File: config.mk
export PLATFORM = sky130hd
export DESIGN_NAME = evm_ballot_unit_flat
export DESIGN_NICKNAME = d
export VERILOG_FILES = /design/src/rtl/evm_pkg.sv /design/src/rtl/evm_ballot_unit_if.sv /design/src/rtl/evm_btn_sync.sv /design/src/rtl/evm_ballot_unit.sv /design/src/flat_wrapper.sv
export SDC_FILE = /design/constraint.sdc
export NUM_CORES = 1
export LEC_CHECK = 0
export ABC_AREA = 1
export ABC_CLOCK_PERIOD_IN_PS = 2000
export CAP_MARGIN = 25
export CORE_MARGIN = 3
export CORE_UTILIZATION = 51
export DETAILED_ROUTE_END_ITERATION = 10
export PLACE_DENSITY = 0.76
export SLEW_MARGIN = 20
export SYNTH_ARGS = -nofsm -noshare
export SYNTH_HDL_FRONTEND = slang
export SYNTH_SLANG_ARGS = --single-unit
export TNS_END_PERCENT = 50
File: constraint.sdc
create_clock -name clk -period 2 [get_ports clk]
set_clock_uncertainty 0.05 [all_clocks]
set_input_delay 0.3 -clock clk [delete_from_list [all_inputs] [get_ports clk]]
set_output_delay 0.3 -clock clk [all_outputs]
set_load 0.02 [all_outputs]
File: src/rtl/evm_pkg.sv
// Shared constants, FSM state encoding and the candidate encoder for the EVM ballot front end.
package evm_pkg;

   localparam int unsigned NUM_CAND = 4;
   localparam int unsigned CAND_W   = 2;

   typedef enum logic [2:0] {
      IDLE     = 3'd0,
      ARMED    = 3'd1,
      DEBOUNCE = 3'd2,
      CAST     = 3'd3,
      RELEASE  = 3'd4
   } state_t;

   function automatic logic [CAND_W-1:0] onehot2code(input logic [NUM_CAND-1:0] oh);
      logic [CAND_W-1:0] code;
      code = '0;
      for (int unsigned i = 0; i < NUM_CAND; i++) begin
         if (oh[i]) code = CAND_W'(i);
      end
      return code;
   endfunction

endpackage

File: src/rtl/evm_ballot_unit_if.sv
// Voter-side bus of the ballot unit: officer arm, raw buttons in; vote, status and count out.
interface evm_ballot_unit_if #(
   parameter int unsigned CNT_W = 16
) ();
   import evm_pkg::*;

   logic                ballot_en;
   logic [NUM_CAND-1:0] btn;
   logic [CAND_W-1:0]   s;
   logic                vote_valid;
   logic                ready;
   logic                err;
   logic                timeout;
   logic [CNT_W-1:0]    ballots;

   modport master (
      output ballot_en, btn,
      input  s, vote_valid, ready, err, timeout, ballots
   );

   modport slave (
      input  ballot_en, btn,
      output s, vote_valid, ready, err, timeout, ballots
   );
endinterface

File: src/rtl/evm_btn_sync.sv
// Parameterised-width two-flop synchroniser for asynchronous button inputs.
module evm_btn_sync #(
   parameter int unsigned WIDTH = 4
) (
   input  logic             clk,
   input  logic             rst_n,
   input  logic [WIDTH-1:0] din,
   output logic [WIDTH-1:0] dout
);
   logic [WIDTH-1:0] meta;

   always_ff @(posedge clk or negedge rst_n) begin
      if (!rst_n) begin
         meta <= '0;
         dout <= '0;
      end else begin
         meta <= din;
         dout <= meta;
      end
   end
endmodule

File: src/rtl/evm_ballot_unit.sv
// Ballot FSM: arm, debounce one candidate, strobe one vote, lock until re-armed.
// Optional armed-window expiry is built when BALLOT_TIMEOUT_EN is defined.
module evm_ballot_unit
   import evm_pkg::*;
#(
   parameter int unsigned DEBOUNCE_CYCLES = 4,
   parameter int unsigned TIMEOUT_CYCLES  = 1000,
   parameter int unsigned CNT_W           = 16
) (
   input  logic              clk,
   input  logic              rst_n,
   evm_ballot_unit_if.slave  bus
);
   state_t              state, state_nx;
   logic [NUM_CAND-1:0] bs, cand, cand_nx;
   logic [CNT_W-1:0]    cnt, cnt_nx, ballots_q;
   logic                err_blk, err_blk_nx, err_nx, err_q, vv_q;
   logic [CAND_W-1:0]   s_q;
   logic                bs_multi, bs_zero;

   if (DEBOUNCE_CYCLES < 1 || TIMEOUT_CYCLES < 1) begin : g_param_chk
      $error("evm_ballot_unit: DEBOUNCE_CYCLES and TIMEOUT_CYCLES must be >= 1");
   end

   evm_btn_sync #(.WIDTH(NUM_CAND)) u_sync (
      .clk  (clk),
      .rst_n(rst_n),
      .din  (bus.btn),
      .dout (bs)
   );

   assign bs_zero  = (bs == '0);
   assign bs_multi = ((bs & (bs - NUM_CAND'(1))) != '0);

`ifdef BALLOT_TIMEOUT_EN
   logic [CNT_W-1:0] tcnt, tcnt_nx;
   logic             to_nx, to_q;
`endif

   always_comb begin
      state_nx   = state;
      cand_nx    = cand;
      cnt_nx     = cnt;
      err_blk_nx = err_blk;
      err_nx     = 1'b0;
      unique case (state)
         IDLE: begin
            err_blk_nx = 1'b0;
            if (bus.ballot_en) begin
               state_nx = ARMED;
               cnt_nx   = '0;
            end
         end
         ARMED: begin
            if (bs_zero) begin
               err_blk_nx = 1'b0;
            end else if (bs_multi) begin
               // one ERR per multi-press episode; re-enabled once all buttons are released
               err_nx     = !err_blk;
               err_blk_nx = 1'b1;
            end else begin
               cand_nx  = bs;
               cnt_nx   = CNT_W'(1);
               state_nx = (DEBOUNCE_CYCLES <= 1) ? CAST : DEBOUNCE;
            end
         end
         DEBOUNCE: begin
            if (bs == cand) begin
               cnt_nx = cnt + CNT_W'(1);
               if (cnt_nx >= CNT_W'(DEBOUNCE_CYCLES)) state_nx = CAST;
            end else begin
               cnt_nx   = '0;
               state_nx = ARMED;
            end
         end
         CAST:    state_nx = RELEASE;
         RELEASE: if (bs_zero) state_nx = IDLE;
         default: state_nx = IDLE;
      endcase
`ifdef BALLOT_TIMEOUT_EN
      // expiry overrides whatever the case above chose, including a due CAST
      tcnt_nx = '0;
      to_nx   = 1'b0;
      if (state == ARMED || state == DEBOUNCE) begin
         if (tcnt == CNT_W'(TIMEOUT_CYCLES - 1)) begin
            state_nx = IDLE;
            cnt_nx   = '0;
            err_nx   = 1'b0;
            to_nx    = 1'b1;
         end else begin
            tcnt_nx = tcnt + CNT_W'(1);
         end
      end
`endif
   end

   always_ff @(posedge clk or negedge rst_n) begin
      if (!rst_n) begin
         state     <= IDLE;
         cand      <= '0;
         cnt       <= '0;
         err_blk   <= 1'b0;
         err_q     <= 1'b0;
         vv_q      <= 1'b0;
         s_q       <= '0;
         ballots_q <= '0;
      end else begin
         state   <= state_nx;
         cand    <= cand_nx;
         cnt     <= cnt_nx;
         err_blk <= err_blk_nx;
         err_q   <= err_nx;
         vv_q    <= (state_nx == CAST);
         if (state_nx == CAST) begin
            s_q <= onehot2code(cand_nx);
            if (ballots_q != '1) ballots_q <= ballots_q + CNT_W'(1);
         end
      end
   end

`ifdef BALLOT_TIMEOUT_EN
   always_ff @(posedge clk or negedge rst_n) begin
      if (!rst_n) begin
         tcnt <= '0;
         to_q <= 1'b0;
      end else begin
         tcnt <= tcnt_nx;
         to_q <= to_nx;
      end
   end
   assign bus.timeout = to_q;
`else
   assign bus.timeout = 1'b0;
`endif

   assign bus.s          = s_q;
   assign bus.vote_valid = vv_q;
   assign bus.ready      = (state == ARMED) || (state == DEBOUNCE);
   assign bus.err        = err_q;
   assign bus.ballots    = ballots_q;
endmodule

File: src/flat_wrapper.sv
// flat-port wrapper written by rule: the top's interface ports become plain ports
module evm_ballot_unit_flat import evm_pkg::*;
#(
   parameter int unsigned DEBOUNCE_CYCLES = 4,
   parameter int unsigned TIMEOUT_CYCLES  = 1000,
   parameter int unsigned CNT_W           = 16
)
  (clk, rst_n, bus_ballot_en, bus_btn, bus_s, bus_vote_valid, bus_ready, bus_err, bus_timeout, bus_ballots);
  evm_ballot_unit_if #(.CNT_W(CNT_W)) bus_i ();
  input  logic clk;
  input  logic rst_n;
  input wire logic [$bits(bus_i.ballot_en)-1:0] bus_ballot_en;
  input wire logic [$bits(bus_i.btn)-1:0] bus_btn;
  output wire logic [$bits(bus_i.s)-1:0] bus_s;
  output wire logic [$bits(bus_i.vote_valid)-1:0] bus_vote_valid;
  output wire logic [$bits(bus_i.ready)-1:0] bus_ready;
  output wire logic [$bits(bus_i.err)-1:0] bus_err;
  output wire logic [$bits(bus_i.timeout)-1:0] bus_timeout;
  output wire logic [$bits(bus_i.ballots)-1:0] bus_ballots;
  assign bus_i.ballot_en = bus_ballot_en;
  assign bus_i.btn = bus_btn;
  assign bus_s = bus_i.s;
  assign bus_vote_valid = bus_i.vote_valid;
  assign bus_ready = bus_i.ready;
  assign bus_err = bus_i.err;
  assign bus_timeout = bus_i.timeout;
  assign bus_ballots = bus_i.ballots;
  evm_ballot_unit #(.DEBOUNCE_CYCLES(DEBOUNCE_CYCLES), .TIMEOUT_CYCLES(TIMEOUT_CYCLES), .CNT_W(CNT_W)) u_core (.clk(clk), .rst_n(rst_n), .bus(bus_i));
endmodule
==> summary.txt <==
Synth
  – Synth Cell Area: 0.002823 mm²
  – Post-synthesis register bit count: 52
  – Seq/Total Area, Yosys: 46.10%
  – Synth warn: 0
  – Post-synthesis cell type count: 30
  – Post-Synthesis Cells: 352
  – Syn avg cell area: 8.019 µm²
  – Post-Syn Nets: 362

Floorplanning
  – IO Count: 29
  – Std cell rows: 26
  – Die Width: 80.40 µm
  – Die Height: 80.40 µm
  – Total core area: 0.005238 mm²
  – Starting Density: 53.89%
  – Die area: 0.006463 mm²

GRT
  – Grt total ovfl: 0
  – Pin count of the biggest net entering global routing: 53
  – Vias in the first global route: 2,498
  – Initial antenna violation count: 0
  – First-pass GRT wire length: 10,740 µm
  – GR Util All Layers: 20.91%

Timing
  – Crit path time final: 2082 ps
  – RSZ-0062 raised after global routing: yes
  – Fin crit share: 104.1%
  – Final setup vio count: 18
  – Worst Slack Setup Final: -81.70 ps
  – Final Hold Fails: 0
  – Fmax: 480.4 MHz
  – Final Max Tran Viols: 0
  – Worst slew pin tran: 657.5 ps
  – Slew headroom: 56.17%

Power
  – Pleak: 1.644 nW
  – Tot Pwr: 3.309 mW
  – P per Cell Area: 938.8 mW/mm²
  – Peak VDD IR: 0.7845 mV

Cells and area
  – ANT cells: 0
  – Reg area: 0.001304 mm²
  – Final cell count without fillers: 477
  – Multi-input gate area: 0.001420 mm²
  – Share of cells above drive strength 1: 17.44%
  – Area delta synth->final: 24.87%
  – Final nets: 416
  – Number of fillers in the final layout: 427

Setup path
  – RR Startpoint: u_core.cnt[1]
  – CP max stage cell: dfrtp_1
  – Worst path required time: 2160 ps
  – Crit path DAT: 2240 ps
  – Startpoint Class: flip-flop
  – Setup crit end kind: flip-flop
  – Reg2Reg Depth: 15
  – RR Endpoint: u_core.bus.ballots[5]
  – CP dominant cell by count: nand2_2
  – Worst path cell trace: buf_6, nand2_4, nor2_4, nand2_2, nand2_2, nand3_1, nor2_1, nand2_1, nor2_2, nand3_1, nand2_2, nand2_8, buf_6, nand4_1, nand2_1
  – Critical-path maximum fanout: 8
  – Type of the worst setup path: reg -> reg
  – Max stage delay on crit path: 420 ps
  – R2R Setup Slk: -80 ps

Routing
  – ANT nets after route: 0
  – Post-Route WL: 6144 µm
  – Via-to-Cell Ratio: 5.245
  – 1st-pass router iterations: 5
  – Initial DRC Count: 147
  – Via count: 2,502
  – Residual DRC: 0
  – Wirelength per Cell: 12.88 µm

Outcome
  – Failing checks: setup timing
  – Status: complete, but fails checks

Clocking
  – CTS Buf Count: 5
  – CTS Sinks: 52
  – Maximum clock path buffer count: 2
  – CTS root buf: clkbuf_8
  – CTS tree: built
  – Reg clk slew, reported paths: 110 ps
  – Htree depth: 2
  – Post-CTS Hold Buffers: 0
  – Clock Latency Late Sink: 310 ps

Place
  – Port bufs: 27
  – Placed insts: 465
  – RePlAce Congestion: 0.9580
  – Dpl hpwl: 4339 µm

Hold path
  – Hold Crit Class: in -> async

Flow run
  – # Max-Cap Violations: 0
[where the power goes]
part	leakage (nW)	internal, mW	switching [mW]
sequential	0.684	1.20	0.116
clock	0.0511	0.265	0.387
combinational	0.909	0.580	0.759
total	1.64	2.05	1.26
[metrics by stage]
step | setup slack [ps] | setup TNS, ps | hold slack, ps | cell area (µm²) | utilization, %
floorplan | 4.994 | 0 | -45.59 | 2823 | -
global placement | -24.03 | -215.2 | 282.3 | 3312 | 63.23
detailed placement | -80.48 | -955.2 | 284.7 | 3312 | 63.23
CTS | -96.24 | -1282 | 63.17 | 3430 | 65.48
global route | -235.5 | -3956 | 80.83 | 3525 | 67.30
finish | -81.70 | -942.9 | 34.70 | 3525 | 67.30
[logic make-up (layout without fill, tap and decap cells)]
family                   Yosys count  count (layout)  synth area share (%)
AO/OA/AOI/OAI                     33              33                 6.339
XOR/XNOR                          19              19                 5.895
adder cells (fa/ha/maj)            3               3                 1.330
buffers and inverters             41              95                 6.250
flip-flops                        52              52                 46.10
other                              1               1                0.1329
AND/OR/NAND/NOR                  203             204                 33.95
[worst max path at each step]
| stage | start | to | cells past startpoint |
|---|---|---|---|
| after floorplan | u_core.cnt[0] | u_core.bus.ballots[1] | 13 |
| after global placement | u_core.cnt[0] | u_core.bus.ballots[11] | 13 |
| after detailed placement | u_core.cnt[0] | u_core.bus.ballots[13] | 13 |
| after CTS | u_core.cnt[1] | u_core.bus.ballots[5] | 15 |
| after global routing | u_core.cnt[1] | u_core.bus.ballots[5] | 13 |
| final | u_core.cnt[1] | u_core.bus.ballots[5] | 15 |
[what timing repair did]
action	CTS	global route
gates resized for setup	4	18
gates cloned	1	0
buffers inserted	0	3
setup endpoints to repair	19	19
pin swaps	1	16
[worst max-delay path: cells and delay by family (launching register included)]
kind	cells	cell delay, ps
DFF	1	420
and+or+nand+nor	13	1220
buffers and inverters	2	290
[cells in the mapped netlist, drive strengths merged]
master	n	area share, %
clkinv	1	0.13
inv	33	4.4
xnor2	8	2.5
o22ai	9	2.0
xor2	11	3.4
and3	1	0.22
nor4	1	0.22
o211ai	1	0.27
nand4	27	6.0
nor2	37	5.9
a21oi	4	0.71
conb	1	0.13
or2	1	0.22
nand3	21	4.3
clkbuf	3	0.40
nand2	111	16
buf	4	1.3
ha	3	1.3
nor3	4	0.71
dfrtp	52	46
o21ai	19	3.4
[layer usage]
| layer | up-vias | global-route usage, % | wire length, µm |
|---|---|---|---|
| li1 | 1266 | - | - |
| met1 | 1150 | 27.01 | 2779 |
| met2 | 71 | 35.68 | 2947 |
| met3 | 15 | 4.148 | 289 |
| met4 | 0 | 5.574 | 127 |
| met5 | - | 0 | 0 |
[cells in the final DEF, fill, tap and decap left out, types with 2 or more instances in the layout]
| cell type | n |
|---|---|
| nand2_1 | 90 |
| dfrtp_1 | 50 |
| inv_1 | 33 |
| nor2_1 | 31 |
| nand4_1 | 27 |
| clkdlybuf4s50_1 | 25 |
| buf_4 | 21 |
| nand2_2 | 19 |
| o21ai_0 | 18 |
| nand3_1 | 18 |
| xor2_1 | 11 |
| o22ai_1 | 9 |
| xnor2_1 | 8 |
| clkbuf_8 | 5 |
| nor3_1 | 4 |
| a21oi_1 | 4 |
| buf_6 | 4 |
| nand3_4 | 3 |
| nor2_4 | 3 |
| nor2_2 | 3 |
| ha_1 | 2 |
| inv_6 | 2 |
| dfrtp_2 | 2 |
[flip-flops by register name, summed over array words and instances, names as in the netlist]
| signal | cells |
|---|---|
| u_core.bus.s | 2 |
| u_core.bus.ballots | 16 |
| u_core.u_sync.meta | 4 |
| u_core.state | 3 |
| u_core.bus.err | 1 |
| u_core.cnt | 16 |
| u_core.cand | 4 |
| u_core.u_sync.dout | 4 |
| u_core.bus.vote_valid | 1 |
| u_core.err_blk | 1 |
[final cells by class]
type / count / area share [%]
clock buffers: 5 / 1.952
clock inverters: 3 / 0.8165
inverters: 34 / 3.656
multi-input cells: 260 / 40.29
flip-flops and latches: 52 / 36.99
well taps: 70 / 2.485
repair buffers: 53 / 13.81
Power figures use the tool's default switching activity.
